[config.mk]
export PLATFORM = sky130hd
export DESIGN_NAME = pio_frame_out_flat
export DESIGN_NICKNAME = d
export VERILOG_FILES = /design/src/rtl/pio_frame_out_pkg.sv /design/src/rtl/pio_frame_out_if.sv /design/src/rtl/pio_frame_out_sync_rise_det.sv /design/src/rtl/pio_frame_out.sv /design/src/flat_wrapper.sv
export SDC_FILE = /design/constraint.sdc
export NUM_CORES = 1
export LEC_CHECK = 0
export ABC_AREA = 1
export ABC_CLOCK_PERIOD_IN_PS = 2600
export CORE_MARGIN = 1
export CORE_UTILIZATION = 30
export DETAILED_ROUTE_END_ITERATION = 6
export GPL_TIMING_DRIVEN = 0
export PLACE_DENSITY = 0.7
export RECOVER_POWER = 25
export REMOVE_ABC_BUFFERS = 1
export SYNTH_ARGS = -nofsm -noshare
export SYNTH_HDL_FRONTEND = slang
export SYNTH_SLANG_ARGS = --single-unit
[constraint.sdc]
create_clock -name clk -period 2.6 [get_ports clk]
set_input_delay 0.52 -clock clk [delete_from_list [all_inputs] [get_ports clk]]
set_output_delay 0.52 -clock clk [all_outputs]
set_load 0.1 [all_outputs]
[src/rtl/pio_frame_out_pkg.sv]
// Shared definitions for the frame-synchronised output PIO.
//   - register offsets on the 2-bit Avalon address
//   - STATUS register bit positions
//   - decoded-write struct used by the top-level register file
package pio_frame_out_pkg;

  localparam logic [1:0] ADDR_DATA   = 2'd0;
  localparam logic [1:0] ADDR_OUTSET = 2'd1;
  localparam logic [1:0] ADDR_OUTCLR = 2'd2;
  localparam logic [1:0] ADDR_STATUS = 2'd3;

  localparam int ST_PENDING = 0;
  localparam int ST_DONE    = 1;
  localparam int ST_IRQEN   = 2;
  localparam int ST_FORCE   = 8;

  typedef struct packed {
    logic data;
    logic outset;
    logic outclr;
    logic status;
  } wr_dec_t;

  function automatic wr_dec_t decode_wr(input logic cs, input logic wr_n,
                                        input logic [1:0] addr);
    wr_dec_t d;
    logic    wr;
    wr       = cs & ~wr_n;
    d.data   = wr & (addr == ADDR_DATA);
    d.outset = wr & (addr == ADDR_OUTSET);
    d.outclr = wr & (addr == ADDR_OUTCLR);
    d.status = wr & (addr == ADDR_STATUS);
    return d;
  endfunction

endpackage

[src/rtl/pio_frame_out_if.sv]
// Avalon-MM slave bus bundle for pio_frame_out.
//   address[1:0], chipselect, write_n, writedata[31:0] : master -> slave
//   readdata[31:0]                                      : slave -> master
interface pio_frame_out_if;
  logic [1:0]  address;
  logic        chipselect;
  logic        write_n;
  logic [31:0] writedata;
  logic [31:0] readdata;

  modport master (output address, chipselect, write_n, writedata, input readdata);
  modport slave  (input address, chipselect, write_n, writedata, output readdata);
endinterface

[src/rtl/pio_frame_out_sync_rise_det.sv]
// Rising-edge detector for a strobe already synchronous to clk (e.g. vsync).
//   clk, reset : clock, synchronous active-high reset
//   i_sig      : strobe input
//   o_rise     : one-cycle pulse in the cycle i_sig goes 0->1
// A strobe held high yields exactly one pulse.
module sync_rise_det (
  input  logic clk,
  input  logic reset,
  input  logic i_sig,
  output logic o_rise
);
  logic r_sync_q;

  always_ff @(posedge clk) begin
    if (reset) r_sync_q <= 1'b0;
    else       r_sync_q <= i_sig;
  end

  assign o_rise = i_sig & ~r_sync_q;
endmodule

[src/rtl/pio_frame_out.sv]
// Output PIO with frame-synchronised commit.
// CPU writes update a staging register; staging is copied to out_port only on
// a frame_sync rising edge (when a write is pending) or on an explicit force,
// so downstream video logic never observes a partially updated value.
//   clk, reset  : clock, synchronous active-high reset
//   bus         : Avalon-MM slave (DATA / OUTSET / OUTCLR / STATUS)
//   frame_sync  : frame strobe, synchronous to clk
//   out_port    : committed value
//   irq         : commit interrupt, level (only with PIO_COMMIT_IRQ_EN)
// Build option: `define PIO_COMMIT_IRQ_EN to implement irq_en (STATUS bit2) and irq.
module pio_frame_out
  import pio_frame_out_pkg::*;
#(
  parameter int               WIDTH       = 6,
  parameter logic [WIDTH-1:0] RESET_VALUE = '0
) (
  input  logic              clk,
  input  logic              reset,
  pio_frame_out_if.slave    bus,
  input  logic              frame_sync,
  output logic [WIDTH-1:0]  out_port,
  output logic              irq
);

  logic [WIDTH-1:0] r_staging;
  logic [WIDTH-1:0] r_out;
  logic             r_pending;
  logic             r_done;
  logic [31:0]      r_readdata;

  wr_dec_t          w_wr;
  logic [WIDTH-1:0] w_wd;
  logic [WIDTH-1:0] w_staging_nxt;
  logic             w_stage_wr;
  logic             w_force;
  logic             w_w1c_done;
  logic             w_rise;
  logic             w_commit;
  logic [31:0]      w_rd_mux;
  logic             w_unused;

  sync_rise_det u_rise (
    .clk    (clk),
    .reset  (reset),
    .i_sig  (frame_sync),
    .o_rise (w_rise)
  );

  assign w_wr       = decode_wr(bus.chipselect, bus.write_n, bus.address);
  assign w_wd       = bus.writedata[WIDTH-1:0];
  assign w_stage_wr = w_wr.data | w_wr.outset | w_wr.outclr;
  assign w_force    = w_wr.status & bus.writedata[ST_FORCE];
  assign w_w1c_done = w_wr.status & bus.writedata[ST_DONE];
  // An idle edge (nothing pending) must not touch out_port or done.
  assign w_commit   = (w_rise & r_pending) | w_force;
  assign w_unused   = ^bus.writedata;

  always_comb begin
    w_staging_nxt = r_staging;
    if (w_wr.data)   w_staging_nxt = w_wd;
    if (w_wr.outset) w_staging_nxt = r_staging | w_wd;
    if (w_wr.outclr) w_staging_nxt = r_staging & ~w_wd;
  end

  always_ff @(posedge clk) begin
    if (reset) begin
      r_staging <= RESET_VALUE;
      r_out     <= RESET_VALUE;
      r_pending <= 1'b0;
      r_done    <= 1'b0;
    end else begin
      r_staging <= w_staging_nxt;
      // Commit takes the pre-write staging value; a colliding write re-arms pending.
      if (w_commit)   r_out <= r_staging;
      if (w_stage_wr) r_pending <= 1'b1;
      else if (w_commit) r_pending <= 1'b0;
      // Set has priority over write-1-to-clear.
      if (w_commit)        r_done <= 1'b1;
      else if (w_w1c_done) r_done <= 1'b0;
    end
  end

`ifdef PIO_COMMIT_IRQ_EN
  logic r_irq_en;

  always_ff @(posedge clk) begin
    if (reset)             r_irq_en <= 1'b0;
    else if (w_wr.status)  r_irq_en <= bus.writedata[ST_IRQEN];
  end

  assign irq = r_done & r_irq_en;
`else
  assign irq = 1'b0;
`endif

  always_comb begin
    w_rd_mux = '0;
    if (bus.address == ADDR_STATUS) begin
      w_rd_mux[ST_PENDING] = r_pending;
      w_rd_mux[ST_DONE]    = r_done;
`ifdef PIO_COMMIT_IRQ_EN
      w_rd_mux[ST_IRQEN]   = r_irq_en;
`endif
    end else begin
      w_rd_mux = 32'(r_staging);
    end
  end

  // Read data is refreshed every cycle from the address mux: 1-cycle latency.
  always_ff @(posedge clk) begin
    if (reset) r_readdata <= '0;
    else       r_readdata <= w_rd_mux;
  end

  assign bus.readdata = r_readdata;
  assign out_port     = r_out;

endmodule

[src/flat_wrapper.sv]
// flat-port wrapper written by rule: the top's interface ports become plain ports
module pio_frame_out_flat import pio_frame_out_pkg::*;
#(
  parameter int               WIDTH       = 6,
  parameter logic [WIDTH-1:0] RESET_VALUE = '0
)
  (clk, reset, frame_sync, out_port, irq, bus_address, bus_chipselect, bus_write_n, bus_writedata, bus_readdata);
  pio_frame_out_if bus_i ();
  input  logic clk;
  input  logic reset;
  input  logic frame_sync;
  output logic [WIDTH-1:0] out_port;
  output logic irq;
  input wire logic [$bits(bus_i.address)-1:0] bus_address;
  input wire logic [$bits(bus_i.chipselect)-1:0] bus_chipselect;
  input wire logic [$bits(bus_i.write_n)-1:0] bus_write_n;
  input wire logic [$bits(bus_i.writedata)-1:0] bus_writedata;
  output wire logic [$bits(bus_i.readdata)-1:0] bus_readdata;
  assign bus_i.address = bus_address;
  assign bus_i.chipselect = bus_chipselect;
  assign bus_i.write_n = bus_write_n;
  assign bus_i.writedata = bus_writedata;
  assign bus_readdata = bus_i.readdata;
  pio_frame_out #(.WIDTH(WIDTH), .RESET_VALUE(RESET_VALUE)) u_core (.clk(clk), .reset(reset), .bus(bus_i), .frame_sync(frame_sync), .out_port(out_port), .irq(irq));
endmodule
Word-level counts from Yosys, hierarchy flattened --
Index checks and enable logic that the tools add are counted.
Storage, ports and cells: input port bits 39, register bits after elaboration 47, output and inout bits 39, word-level logic and storage cells 40
Cells by class: bitwise logic cells 17, muxes and demuxes 8, eq/ne operators 3, reductions and logical operators 5
Operators with widths (number):
- 6-bit 2-to-1 mux | 3
- 1-bit bitwise AND | 9
- 6-bit bitwise AND | 1
- 6-bit NOT | 1
- 6-bit OR | 1
- 2-bit equality test, second input constant | 2
- 1-bit 2-to-1 mux | 4
- 2-bit nonzero test | 2
- 1-bit OR | 3
- 3-bit nonzero test | 1
- 2-bit by 1-bit equality test with 1-bit output, second input constant | 1
- 2-bit zero test | 1
- 2-bit 2-to-1 mux | 1
- 1-bit NOT | 2
- 2-bit OR reduction | 1

Longest topological paths before layout --
depth in word-level cells 7, gate-level depth with buffers 9, gate-level depth less buffers 8

Cells and area by module --
Synthesis repeated with hierarchy kept, for this count alone.
Unflattened totals: cell total of the unflattened synthesis 163, area, all modules 1146.1 um^2
Modules (own cells, without submodules):
- pio_frame_out | seq. area each 400.4 um^2, area each 1114.8 um^2, cells each 159, instances 1
- sync_rise_det | seq. area each 20.0 um^2, area each 31.3 um^2, cells each 4, instances 1

Least setup slack after synthesis --
OpenSTA, ideal clock, no wires.
path kind flip-flop to output port, start register u_core.r_out[0], in the netlist u_core.out_port[0], end output port out_port[0], buffers on the path 0, data arrival time 0.924 ns, stages on the path, launching flop included 1, required time 2.080 ns, setup slack 1.156 ns, path through dfxtp_1
RTL lines:
- from (decl) | RTL line pio_frame_out.sv:26 | logic [WIDTH-1:0] r_out;
- from (signal assigned) | RTL line pio_frame_out.sv:74 | if (w_commit) r_out <= r_staging;
- to (decl) | RTL line flat_wrapper.sv:12 | output logic [WIDTH-1:0] out_port;
No word-level cell between the ends.

Worst setup path after layout --
start register u_core.r_out[3], in the netlist u_core.out_port[3], end output port out_port[3]
No word-level cell between the ends.

==> out/metrics.csv <==
metric,value,unit
Detailed Place HPWL,1.42,mm
CP max stage cell,clkdlybuf4s50_1,
DR iter-0 viols,26,
Async SR Flop Fraction,0,%
peak supply drop,0.173,mV
most frequent cells after synthesis,"nand2_1, buf_4, nor2_1",
vias,906,
count of final setup violators,0,
Hold Buf Count CTS,0,
number of synthesized flops with an enable pin,0,
Fin Hold WS,0.447,ns
clk sink count,21,
WL per Instance,8.00,um
via/cell ratio,3.86,
Multi-input gate area,499,um^2
Post-Route Setup TNS,0,ns
startpoint types,flip-flop,
achievable frequency,447,MHz
Seq cells post-synth,21,
core area,3660,um^2
Final GP Congestion,0.774,
DRC,1,
Final Non-Filler Cells,235,
pin count of the biggest net entering global routing,16,
pre-CTS setup slack,0.635,ns
RSZ-0062 raised after global routing,no,
"Slew Viols, Final",0,
antenna violations before repair,0,
Clock Path Buffers,2,
WHS Path Cells,2,
final hold violations,0,
worst slew pin tran,0.967,ns
Final ANT Viol Nets,0,
Final nets,227,
CTS tree,built,
clock-pin slew on the worst setup and hold paths,0.07,ns
failing checks,DRC,
Worst Path Arrival,1.72,ns
die area,4070,um^2
grt ovf,0,
fill cell count,397,
biggest cell delay along the critical path,1.13,ns
"area leader, netlist",dfxtp_1,
Avg Inst Size Synth,7.03,um^2
area share of the largest cell type after synthesis,36.7,%
first-pass GRT wire length,3.15,mm
Worst EP required,2.08,ns
fin worst setup slack,0.363,ns
Starting Density,31.3,%
synthesis warning total,0,
number of buffers added for setup after CTS,0,
Leak Pwr,0.661,nW
status,"finished, violations left",
share of layout cells above drive strength 1,5.88,%
H-tree levels,1,
Worst-Skew Late Latency,0.26,ns
HP Class,flip-flop to flip-flop,
pwr dens,644,nW/um^2
Antenna diodes,0,
Clock Skews,0.00300,ns
Num CTS Buffers,3,
post_cts resized,0,
dominant cells by area after synthesis,"dfxtp_1, buf_4, nand2_1, nor2_1, inv_1",
site row count,22,
cells along the critical path,clkdlybuf4s50_1,
total I/O pin count,78,
Root Driver,clkbuf_8,
largest delay contributor family on the critical path,buffers and inverters,
FF/Latch Area,420,um^2
most used flip-flop cell after synthesis,dfxtp_1,
number of I/O port buffers,25,
CP max FO,2,
Tot GR Track Use,9.81,%
vias in the first global route,722,
final period utilization,86.1,%
Worst R2R Start,u_core.u_rise.r_sync_q,
final wirelength,1.88,mm
DRT Pass-1 Iters,6,
# Max-Cap Violations,0,
hold path startpoint,u_core.r_staging[3],
chip width,63.8,um
Hold EP,u_core.bus.readdata[3],
Gate Count Post-Synth,163,
total power,0.878,mW
R2R Setup Slk,1.45,ns
Die H,63.8,um
area grow syn2layout,19.0,%
crit end category,output port,
max_slew headroom,35.4,%
count of cell types in the netlist,17,
Synth Cell Area,1150,um^2
RR Endpoint,u_core.out_port[2],
"count leader, synth",nand2_1,
path type of the worst setup path,flip-flop to output port,
crit path buf inv count,1,
sequential element share of the synthesized area,36.7,%
minimum clock period after layout,2.24,ns
r2r worst-path depth,4,
Inst Count DP,231,
worst reg2reg max path: cells and delay by family, from the launching register on:
kind            cells  cell delay, ns
compound gates      1            0.27
flops               1            0.30
simple gates        3            0.47
cell type report:
| type | instances | area share (%) |
|---|---|---|
| multi-input cells | 114 | 36.6 |
| flip-flops and latches | 21 | 30.8 |
| repair buffers | 25 | 18.3 |
| inverters | 23 | 6.51 |
| well taps | 48 | 4.40 |
| clock buffers | 4 | 3.30 |
per-layer routing:
metal / share of wire [%] / vias to the layer above / GRT usage, %
li1: - / 483 / -
met1: 49 / 381 / 13.2
met2: 43 / 40 / 14.0
met3: 6.4 / 2 / 2.32
met4: 1.0 / 0 / 5.97
met5: 0 / - / 0
how the worst max path moves through the flow:
| stage | start | endpoint | slack [ns] | depth (start not counted) |
|---|---|---|---|---|
| 4_1_cts | u_core.out_port[2] | out_port[2] | 0.35 | 1 |
| 3_3_place_gp | u_core.out_port[3] | out_port[3] | 0.64 | 1 |
| 3_5_place_dp | u_core.out_port[2] | out_port[2] | 0.63 | 1 |
| 2_1_floorplan | u_core.out_port[0] | out_port[0] | 1.16 | 0 |
| 5_1_grt | u_core.out_port[1] | out_port[1] | 0.31 | 1 |
| 6_report | u_core.out_port[3] | out_port[3] | 0.36 | 1 |
sequential cells by signal, indices dropped and copies added (netlist names):
| name | count |
|---|---|
| u_core.r_pending | 1 |
| u_core.bus.readdata | 6 |
| u_core.r_staging | 6 |
| u_core.out_port | 6 |
| u_core.r_done | 1 |
| u_core.u_rise.r_sync_q | 1 |
cell families (layout without fill, tap and decap cells):
family          count (synthesis)  in the layout  share of synthesized area (%)
flops                          21             21                           36.7
other cells                     1             27                          0.327
simple gates                   77             77                           30.3
buf+inv                        54             52                           28.3
compound gates                 10             10                           4.37
cells in the final DEF, fill, tap and decap left out:
cell and instances:
inv_4 1, inv_1 22, dlygate4sd3_1 2, nand3_2 3
o21ai_0 2, nand3_1 11, nand3_4 1, clkbuf_1 1
conb_1 27, nand2_2 2, nand2_1 35, nor2_4 1
clkdlybuf4s50_1 23, clkbuf_8 3, nor2_1 24, a21oi_1 8
dfxtp_1 21
metrics by stage:
step | cell area, um^2 | utilization, %
3_3_place_gp | 1320 | 36.0
6_report | 1360 | 37.3
4_1_cts | 1360 | 37.3
3_5_place_dp | 1320 | 36.0
2_1_floorplan | 1010 | -
5_1_grt | 1360 | 37.3
power by group:
group,leakage [nW],internal (mW),switching [mW]
Clock,0.0228,0.109,0.0987
Combinational,0.467,0.0504,0.275
Sequential,0.171,0.337,0.00747
Note: power is estimated with default switching activity, not from simulation.
